<file path="config.mk">
export PLATFORM = sky130hd
export DESIGN_NAME = ksa
export DESIGN_NICKNAME = d
export VERILOG_FILES = /design/src/rtl/ksa.sv
export SDC_FILE = /design/constraint.sdc
export NUM_CORES = 1
export LEC_CHECK = 0
export ABC_AREA = 1
export CAP_MARGIN = 40
export CORE_MARGIN = 3
export CORE_UTILIZATION = 25
export CTS_CLUSTER_DIAMETER = 40
export DETAILED_ROUTE_END_ITERATION = 8
export GPL_TIMING_DRIVEN = 0
export PLACE_DENSITY = 0.48
export REMOVE_ABC_BUFFERS = 1
export SLEW_MARGIN = 20
export SYNTH_ARGS = -nofsm -noshare
export SYNTH_HDL_FRONTEND = slang
export SYNTH_SLANG_ARGS = --single-unit
export TNS_END_PERCENT = 100
</file>
<file path="constraint.sdc">
create_clock -name clk -period 4.25 [get_ports clk]
set_input_delay 0.6375 -clock clk [delete_from_list [all_inputs] [get_ports clk]]
set_output_delay 0.6375 -clock clk [all_outputs]
set_load 0.005 [all_outputs]
</file>
<file path="src/rtl/ksa.sv">
// ARC4 key-scheduling pass over a 256-byte single-port S memory.
// Six registered states per index: read S[i], read S[j], write both swapped values.
module ksa #(
  parameter int unsigned KEY_BYTES = 3
) (
  input  logic                   clk,
  input  logic                   rst_n,
  input  logic                   en,
  output logic                   rdy,
  input  logic [8*KEY_BYTES-1:0] key,
  output logic [7:0]             addr,
  input  logic [7:0]             rddata,
  output logic [7:0]             wrdata,
  output logic                   wren
);

  localparam int unsigned KW = (KEY_BYTES > 1) ? $clog2(KEY_BYTES) : 1;

  typedef enum logic [2:0] {
    StIdle,
    StRdI,
    StWtI,
    StRdJ,
    StWtJ,
    StWrI,
    StWrJ
  } state_e;

  state_e                 state_q, state_d;
  logic [7:0]             i_q, i_d;
  logic [7:0]             j_q, j_d;
  logic [KW-1:0]          k_q, k_d;
  logic [7:0]             si_q, si_d;
  logic [7:0]             sj_q, sj_d;
  logic [8*KEY_BYTES-1:0] key_q, key_d;
  logic [7:0]             addr_q, addr_d;
  logic [7:0]             wrdata_q, wrdata_d;
  logic                   wren_q, wren_d;
  logic                   rdy_q, rdy_d;
  logic [7:0]             key_byte;

  // Byte 0 of the key sits in the most significant position.
  always_comb begin
    key_byte = 8'd0;
    for (int b = 0; b < int'(KEY_BYTES); b++) begin
      if (k_q == KW'(b)) key_byte = key_q[8*(int'(KEY_BYTES)-1-b) +: 8];
    end
  end

  always_comb begin
    state_d  = state_q;
    i_d      = i_q;
    j_d      = j_q;
    k_d      = k_q;
    si_d     = si_q;
    sj_d     = sj_q;
    key_d    = key_q;
    addr_d   = addr_q;
    wrdata_d = wrdata_q;
    wren_d   = 1'b0;
    rdy_d    = rdy_q;

    case (state_q)
      StIdle: begin
        if (en && rdy_q) begin
          key_d   = key;
          i_d     = 8'd0;
          j_d     = 8'd0;
          k_d     = '0;
          addr_d  = 8'd0;
          rdy_d   = 1'b0;
          state_d = StRdI;
        end
      end
      StRdI: state_d = StWtI;
      StWtI: begin
        si_d    = rddata;
        j_d     = j_q + rddata + key_byte;
        addr_d  = j_q + rddata + key_byte;
        state_d = StRdJ;
      end
      StRdJ: state_d = StWtJ;
      StWtJ: begin
        sj_d     = rddata;
        addr_d   = i_q;
        wrdata_d = rddata;
        wren_d   = 1'b1;
        state_d  = StWrI;
      end
      StWrI: begin
        addr_d   = j_q;
        wrdata_d = si_q;
        wren_d   = 1'b1;
        state_d  = StWrJ;
      end
      StWrJ: begin
        if (i_q == 8'd255) begin
          rdy_d   = 1'b1;
          state_d = StIdle;
        end else begin
          i_d     = i_q + 8'd1;
          k_d     = (k_q == KW'(KEY_BYTES - 1)) ? '0 : k_q + 1'b1;
          addr_d  = i_q + 8'd1;
          state_d = StRdI;
        end
      end
      default: begin
        rdy_d   = 1'b1;
        state_d = StIdle;
      end
    endcase
  end

  always_ff @(posedge clk or negedge rst_n) begin
    if (!rst_n) begin
      state_q  <= StIdle;
      i_q      <= 8'd0;
      j_q      <= 8'd0;
      k_q      <= '0;
      si_q     <= 8'd0;
      sj_q     <= 8'd0;
      key_q    <= '0;
      addr_q   <= 8'd0;
      wrdata_q <= 8'd0;
      wren_q   <= 1'b0;
      rdy_q    <= 1'b1;
    end else begin
      state_q  <= state_d;
      i_q      <= i_d;
      j_q      <= j_d;
      k_q      <= k_d;
      si_q     <= si_d;
      sj_q     <= sj_d;
      key_q    <= key_d;
      addr_q   <= addr_d;
      wrdata_q <= wrdata_d;
      wren_q   <= wren_d;
      rdy_q    <= rdy_d;
    end
  end

  assign addr   = addr_q;
  assign wrdata = wrdata_q;
  assign wren   = wren_q;
  assign rdy    = rdy_q;

endmodule
</file>
==> results of run 1 <==
layout by cell type (no fill, tap or decap), types with 3 or more instances in the layout:
master	n
o21ai_1	6
nand4_1	3
fa_1	8
inv_2	6
ha_1	7
nor3_1	3
nor2_1	19
dfrtp_1	70
inv_1	50
o22ai_1	6
a21oi_1	11
clkdlybuf4s50_1	51
nand2_1	176
clkbuf_16	9
o211ai_1	7
nand3_1	25
o21ai_0	29
power breakdown:
| part | leakage (uW) | total, uW | internal, uW | switching (uW) |
|---|---|---|---|---|
| clock network | 0.000158 | 834 | 544 | 290 |
| logic | 0.00127 | 1740 | 693 | 1040 |
| registers | 0.000899 | 1160 | 977 | 186 |
layout make-up:
cell class | count | area, sq um
well taps | 180 | 225
flip-flops and latches | 71 | 1780
clock buffers | 11 | 253
multi-input cells | 320 | 1660
inverters | 56 | 210
repair buffers | 53 | 546
fillers | 1515 | 9400
clock inverters | 5 | 80.1
metal layers:
metal	wire (microns)	vias up	GRT usage, %
li1	-	1579	-
met1	4490	1402	16.1
met2	4210	54	19.7
met3	365	10	2.88
met4	131	0	3.79
met5	0	-	0
registers in the layout, summed over array words and instances, names as in the netlist:
signal   count
key_q       24
j_q          8
wrdata       8
state_q      3
si_q         8
k_q          2
addr         8
wren         1
rdy          1
i_q          8
kinds of logic (layout without fill, tap and decap cells):
family / after synthesis / in the layout / share of synthesized area [%]
simple gates: 234 / 234 / 26.4
compound gates: 71 / 71 / 11.7
flops: 71 / 71 / 48.3
buf+inv: 65 / 125 / 6.93
fa+ha+maj: 15 / 15 / 6.73
worst max-delay path by stage:
stage / startpoint / to / slack (ns) / depth (start not counted)
floorplan: k_q[1]$_DFFE_PN0P_ / addr[5]$_DFFE_PN0P_ / 1.59 / 14
global placement: rst_n / key_q[3]$_DFFE_PN0P_ / -0.03 / 1
detailed placement: k_q[1]$_DFFE_PN0P_ / addr[7]$_DFFE_PN0P_ / 0.94 / 15
CTS: k_q[1]$_DFFE_PN0P_ / addr[5]$_DFFE_PN0P_ / 0.90 / 14
global route: k_q[1]$_DFFE_PN0P_ / addr[5]$_DFFE_PN0P_ / 0.70 / 14
finish: k_q[1]$_DFFE_PN0P_ / addr[5]$_DFFE_PN0P_ / 0.92 / 14
cell usage after synthesis (all sizes together), types with 2 or more instances:
cell type  number
dfrtp          70
nand3          26
ha              7
a31o            2
inv            56
nand4           4
o221ai          2
o21ai          35
a21oi          11
clkbuf          5
o22ai           6
buf             4
o2111ai         2
nor3            3
nand2         179
o211ai          7
fa              8
nor2           21
critical path, delay by kind of cell (launching register included):
| family | cells | cell delay, ns |
|---|---|---|
| compound gates | 2 | 0.46 |
| fa+ha+maj | 3 | 1.19 |
| buf+inv | 3 | 0.25 |
| flops | 1 | 0.43 |
| simple gates | 6 | 0.88 |
metrics by stage:
stage | hold WS, ns | setup TNS, ns | area, sq um
after floorplan | 0.342 | 0 | 3640
after global placement | 0.455 | -1.96 | 4380
after detailed placement | 0.459 | 0 | 4420
after CTS | 0.212 | 0 | 4750
after global routing | 0.225 | 0 | 4750
final | 0.207 | 0 | 4750
==> summary.txt, run 1 <==
Status
  • Outcome: finished clean

Route
  • Total wire length: 9.20 mm
  • Vias: 3045
  • DRT Pass-1 Iters: 4
  • Vias per std cell: 4.38
  • DR iter-0 viols: ~140
  • Final ANT Viol Nets: 0
  • DR DRC count: 0
  • DR WL/cell: 13.2 microns

GRT
  • First-pass GRT wire length: 15.5 mm
  • Total grt overflow: 0
  • Largest net degree at the start of global routing: 49
  • Number of global-route vias before repair: 3069
  • Overall global routing resource usage: 12.2%
  • Initial antenna violation count: 0

Place
  • Placer Congestion: 0.775
  • Pre-CTS setup slack: between 0.9 and 1 ns
  • Port Buf Inserts: 52
  • Dpl cells: 680
  • Post-DP HPWL: 6.92 mm

Worst setup path
  • Cell mode on critical path: inv_1
  • FF-to-FF path depth: 14
  • CP Class: reg2reg
  • Max FO, Critical Path: 6
  • Req. time, crit path: around 4.5 ns
  • Crit-path max cell delay: 0.54 ns
  • Reg2reg end: addr[5]$_DFFE_PN0P_
  • CP cell instances: inv_1 > nor2_1 > a221oi_1 > fa_1 > inv_1 > ha_1 > fa_1 > inv_1 > nor2_1 > nor3_1 > nand3b_1 > nand2_1 > o21ai_0 > nand2_1
  • Startpoint Class: flop
  • R2r setup slk: between 0.9 and 1 ns
  • Critical-path top delay cell: fa_1
  • Worst setup EP type: flop
  • Critical Path AT: 3.55 ns
  • Crit Reg-Reg Startpoint: k_q[1]$_DFFE_PN0P_

STA
  • Final hold vios: 0
  • Final setup skew: roughly 0.0057 ns
  • Final Cycle Share: 78.4%
  • Final Worst Setup Slack: about 0.92 ns
  • Max-slew violations: 0
  • RSZ-0062 raised after global routing: false
  • Setup Viol. Count Final: 0
  • Min cycle time layout: between 3 and 4 ns
  • Worst-margin pin slew: between 0.7 and 0.8 ns
  • Slew headroom: between 50% and 60%
  • F_max: roughly 300 MHz

Die
  • Initial Util: about a quarter
  • Cell Rows: 43
  • Number of top-level pins: 53
  • Die height: 127 microns
  • Core area: between 0.01 and 0.015 sq mm
  • Die area: around 0.016 sq mm
  • Die Wd: roughly 130 microns

Synth
  • Synth warn: 0
  • Number of synthesized flops with an enable pin: 0
  • Flops & latches, synth: 71
  • Synthesized area: 0.00368 sq mm
  • Cells after Synth: approximately 460
  • Mean Syn Cell Area: between 8 and 9 sq um
  • Yosys top cell area share: a little under half
  • Sequential area share after synthesis: 48.3%
  • Cell type with the largest total area after synthesis: dfrtp_1
  • Async S/R FF share, synth: between 90% and 100%
  • Synth area leaders: dfrtp_1, nand2_1, inv_1
  • Cell variety after synth: 34
  • Post-synth top flop: dfrtp_1

Clocking
  • Clock transition at path regs: approximately 0.060 ns
  • CTS root buf: clkbuf_16
  • CTS tree: yes
  • Resize count post-CTS: 0
  • TritonCTS Buffers: 9
  • H-Tree Depth: 3
  • Post-CTS Setup Repair Bufs: 0
  • Clock Latency Late Sink: about 0.34 ns
  • CTS Hold Bufs: 0
  • Clk buf depth: 2
  • CTS Sinks: 71

Job
  • Max cap viols: 0

Worst hold path
  • Class of the worst hold path: in2async

Layout
  • Area growth, synth to finish: 28.9%
  • Post-layout util: roughly a third
  • # diodes: 0
  • Post-route insts no fill: 696
  • Layout net count: approximately 560
  • Layout cells sized above 1: roughly 6.8%

Power and ir drop
  • Leakage: between 0.002 and 0.0025 uW
  • Total power: 3730 uW
  • Worst IR Drop VDD: ~0.00026 V
  • PD cells: about 790 mW/mm^2
Power figures use the tool's default switching activity.
==> run 2, diff against run 1 <==
--- a/config.mk
+++ b/config.mk
@@ -12,7 +12,7 @@
 export CTS_CLUSTER_DIAMETER = 40
 export DETAILED_ROUTE_END_ITERATION = 8
 export GPL_TIMING_DRIVEN = 0
-export PLACE_DENSITY = 0.48
+export PLACE_DENSITY = 0.49
 export REMOVE_ABC_BUFFERS = 1
 export SLEW_MARGIN = 20
 export SYNTH_ARGS = -nofsm -noshare
==> constraint.sdc (replaced) <==
create_clock -name clk -period 3.02 [get_ports clk]
set_input_delay 0.453 -clock clk [delete_from_list [all_inputs] [get_ports clk]]
set_output_delay 0.453 -clock clk [all_outputs]
set_load 0.005 [all_outputs]
==> run 2 against run 1 <==
Against the previous run: register-to-register slack worse by 0.71 ns; via count is 1.2% higher; total power up 39%; wire length grew 1.9%; flip-flop and latch count unchanged; worst setup slack lost 0.71 ns; hold slack worse by 0.19 ns; combinational power up 45%; largest power group unchanged; first-iteration DRC count grew 33%; critical path depth up 2; maximum frequency grew 18%; non-clock buffer count rose by 1.
==> summary.txt, run 2 (synthesis results as in run 1) <==
Status
  • Outcome: finished clean (unchanged)

Die
  • Die height: 127 microns (unchanged)
  • Die area: 0.0162 sq mm (unchanged)
  • Cell Rows: 43 (unchanged)
  • Die Wd: 127 microns (unchanged)
  • Number of top-level pins: 53 (unchanged)
  • Initial Util: 26.0% (unchanged)
  • Core area: 0.0141 sq mm (unchanged)

Layout
  • # diodes: 0 (unchanged)
  • Area growth, synth to finish: 29.2% (was 28.9%)
  • Layout cells sized above 1: 8.90% (was 6.78%)
  • Post-layout util: 33.6% (about the same)
  • Commonest non-fill, non-tap cell in the layout: nand2_1 (unchanged)
  • Final Instance Area: 0.00476 sq mm (was 0.00475 sq mm)
  • Biggest register: key_q (unchanged)
  • Post-route insts no fill: 697 (was 696)
  • Most frequent cells in the layout: nand2_1, dfrtp_1, clkdlybuf4s50_1, inv_1, o21ai_0 (unchanged)
  • Layout net count: 562 (was 561)
  • # fillers: 1504 (was 1515)
  • Max reg flops: 24 (unchanged)

Place
  • Dpl cells: 680 (unchanged)
  • Port Buf Inserts: 52 (unchanged)
  • Placer Congestion: 0.787 (was 0.775)
  • Post-DP HPWL: 6.92 mm (about the same)
  • Area of placed instances: 0.00442 sq mm (unchanged)

Power and ir drop
  • Worst IR Drop VDD: 0.000350 V (was 0.000255 V)
  • Logic pwr share: 48.7% (was 46.5%)
  • Clock Power Share: 19.1% (was 22.3%)
  • Sequential group share of total power: 32.1% (was 31.2%)
  • Leakage: 0.00231 uW (was 0.00233 uW)
  • PD cells: 1090 mW/mm^2 (was 786 mW/mm^2)
  • Switch Pwr: 2180 uW (was 1520 uW)
  • Sw Share: 42.1% (was 40.6%)
  • Internal power: 2990 uW (was 2220 uW)

STA
  • Min cycle time layout: 2.81 ns (was 3.33 ns)
  • RSZ-0062 raised after global routing: false (unchanged)
  • Final setup skew: 0.00689 ns (was 0.00573 ns)
  • Final Cycle Share: 93.1% (was 78.4%)
  • F_max: 356 MHz (was 300 MHz)
  • Slew headroom: 52.0% (was 51.3%)
  • Sum Neg Setup Slack: 0 ns (unchanged)
  • Final hold vios: 0 (unchanged)
  • Max-slew violations: 0 (unchanged)
  • Worst-margin pin slew: 0.718 ns (was 0.728 ns)
  • Hold slack: 0.0177 ns (was 0.207 ns)
  • Setup Viol. Count Final: 0 (unchanged)

Route
  • Vias: 3082 (was 3045)
  • DRT Pass-1 Iters: 4 (unchanged)
  • DR DRC count: 0 (unchanged)
  • Vias per std cell: 4.42 (was 4.38)
  • DR WL/cell: 13.5 microns (was 13.2 microns)
  • Final ANT Viol Nets: 0 (unchanged)
  • Total wire length: 9.38 mm (was 9.20 mm)
  • DR iter-0 viols: 188 (was 141)

Clocking
  • Clock transition at path regs: 0.06 ns (about the same)
  • CTS tree: yes (unchanged)
  • CTS root buf: clkbuf_16 (unchanged)
  • Clock Latency Late Sink: 0.33 ns (was 0.34 ns)
  • CTS Sinks: 71 (unchanged)
  • H-Tree Depth: 3 (unchanged)
  • Clk buf depth: 2 (unchanged)
  • TritonCTS Buffers: 9 (unchanged)
  • CTS Hold Bufs: 0 (unchanged)

GRT
  • Number of global-route vias before repair: 3204 (was 3069)
  • Overall global routing resource usage: 12.4% (was 12.2%)
  • Total grt overflow: 0 (unchanged)
  • Initial antenna violation count: 0 (unchanged)
  • First-pass GRT wire length: 16.0 mm (was 15.5 mm)
  • Largest net degree at the start of global routing: 50 (was 49)

Worst setup path
  • Critical Path AT: 3.03 ns (was 3.55 ns)
  • Max FO, Critical Path: 6 (unchanged)
  • Startpoint Class: flop (unchanged)
  • Req. time, crit path: 3.24 ns (was 4.47 ns)
  • CP Class: reg2reg (unchanged)
  • Worst setup EP type: flop (unchanged)

Worst hold path
  • Class of the worst hold path: in2async (unchanged)

Job
  • Max cap viols: 0 (unchanged)
[run 2: repair_timing]
item | CTS | global route
endpoints found under the setup margin | 9 | 7
endpoints found under the hold margin | 0 | 0
setup buffers | 0 | 1
gates resized for setup | 7 | 14
pin swaps | 0 | 2
[run 2: area by class of cell]
cell class	count	area [sq um]	share of cell area, %
Clock inverter	1	5.00	0.105
Sequential cell	71	1780	37.4
Clock buffer	15	268	5.62
Tap cell	180	225	4.73
Multi-Input combinational cell	320	1720	36.1
Timing Repair Buffer	54	553	11.6
Inverter	56	213	4.47
[run 2: final timing paths]
check | start | endpoint | slack [ns] | depth (start not counted)
setup / recovery | k_q[0]$_DFFE_PN0P_ | addr[7]$_DFFE_PN0P_ | 0.21 | 16
hold / removal | rst_n | wrdata[1]$_DFFE_PN0P_ | 0.02 | 1
setup reg to reg | k_q[0]$_DFFE_PN0P_ | addr[7]$_DFFE_PN0P_ | 0.21 | 16
hold reg to reg | key_q[12]$_DFFE_PN0P_ | key_q[12]$_DFFE_PN0P_ | 0.47 | 2
max in group asynchronous | rst_n | k_q[0]$_DFFE_PN0P_ | 2.42 | 2
min in group clk | key_q[12]$_DFFE_PN0P_ | key_q[12]$_DFFE_PN0P_ | 0.47 | 2
[run 2: critical path, cell delays in order, from the launching register on]
cell and delay [ns]:
dfrtp_2 0.47, inv_4 0.11, nand2_2 0.09, nor2_4 0.14
a221oi_4 0.06, fa_1 0.54, inv_1 0.04, ha_2 0.20
fa_2 0.36, inv_1 0.09, nor3_1 0.05, nor2_1 0.14
nand3_1 0.09, nand3_1 0.11, nand2_1 0.09, nand2_1 0.07
nand2_1 0.05
[run 2: through the flow]
| step | total power [uW] | worst slack, ns |
|---|---|---|
| floorplan | 3310 | 0.356 |
| global placement | 4050 | -1.06 |
| global route | 5730 | 0.00754 |
| finish | 5170 | 0.210 |
| detailed placement | 4120 | -0.235 |
| CTS | 5160 | 0.0355 |
[run 2: routing by layer]
| metal | routed length (microns) | up-vias | global-route usage, % |
|---|---|---|---|
| met4 | 119 | 0 | 3.97 |
| met1 | 4550 | 1439 | 16.6 |
| met5 | 0 | - | 0 |
| met3 | 399 | 10 | 3.22 |
| met2 | 4310 | 59 | 19.6 |
| li1 | - | 1574 | - |
[run 2: power groups by stage]
stage	logic [uW]	registers, uW	clock network, uW
after floorplan	1700	1610	0
after global placement	2410	1640	0
after detailed placement	2470	1660	0
after CTS	2490	1650	1020
after global routing	2950	1720	1060
final	2520	1660	989
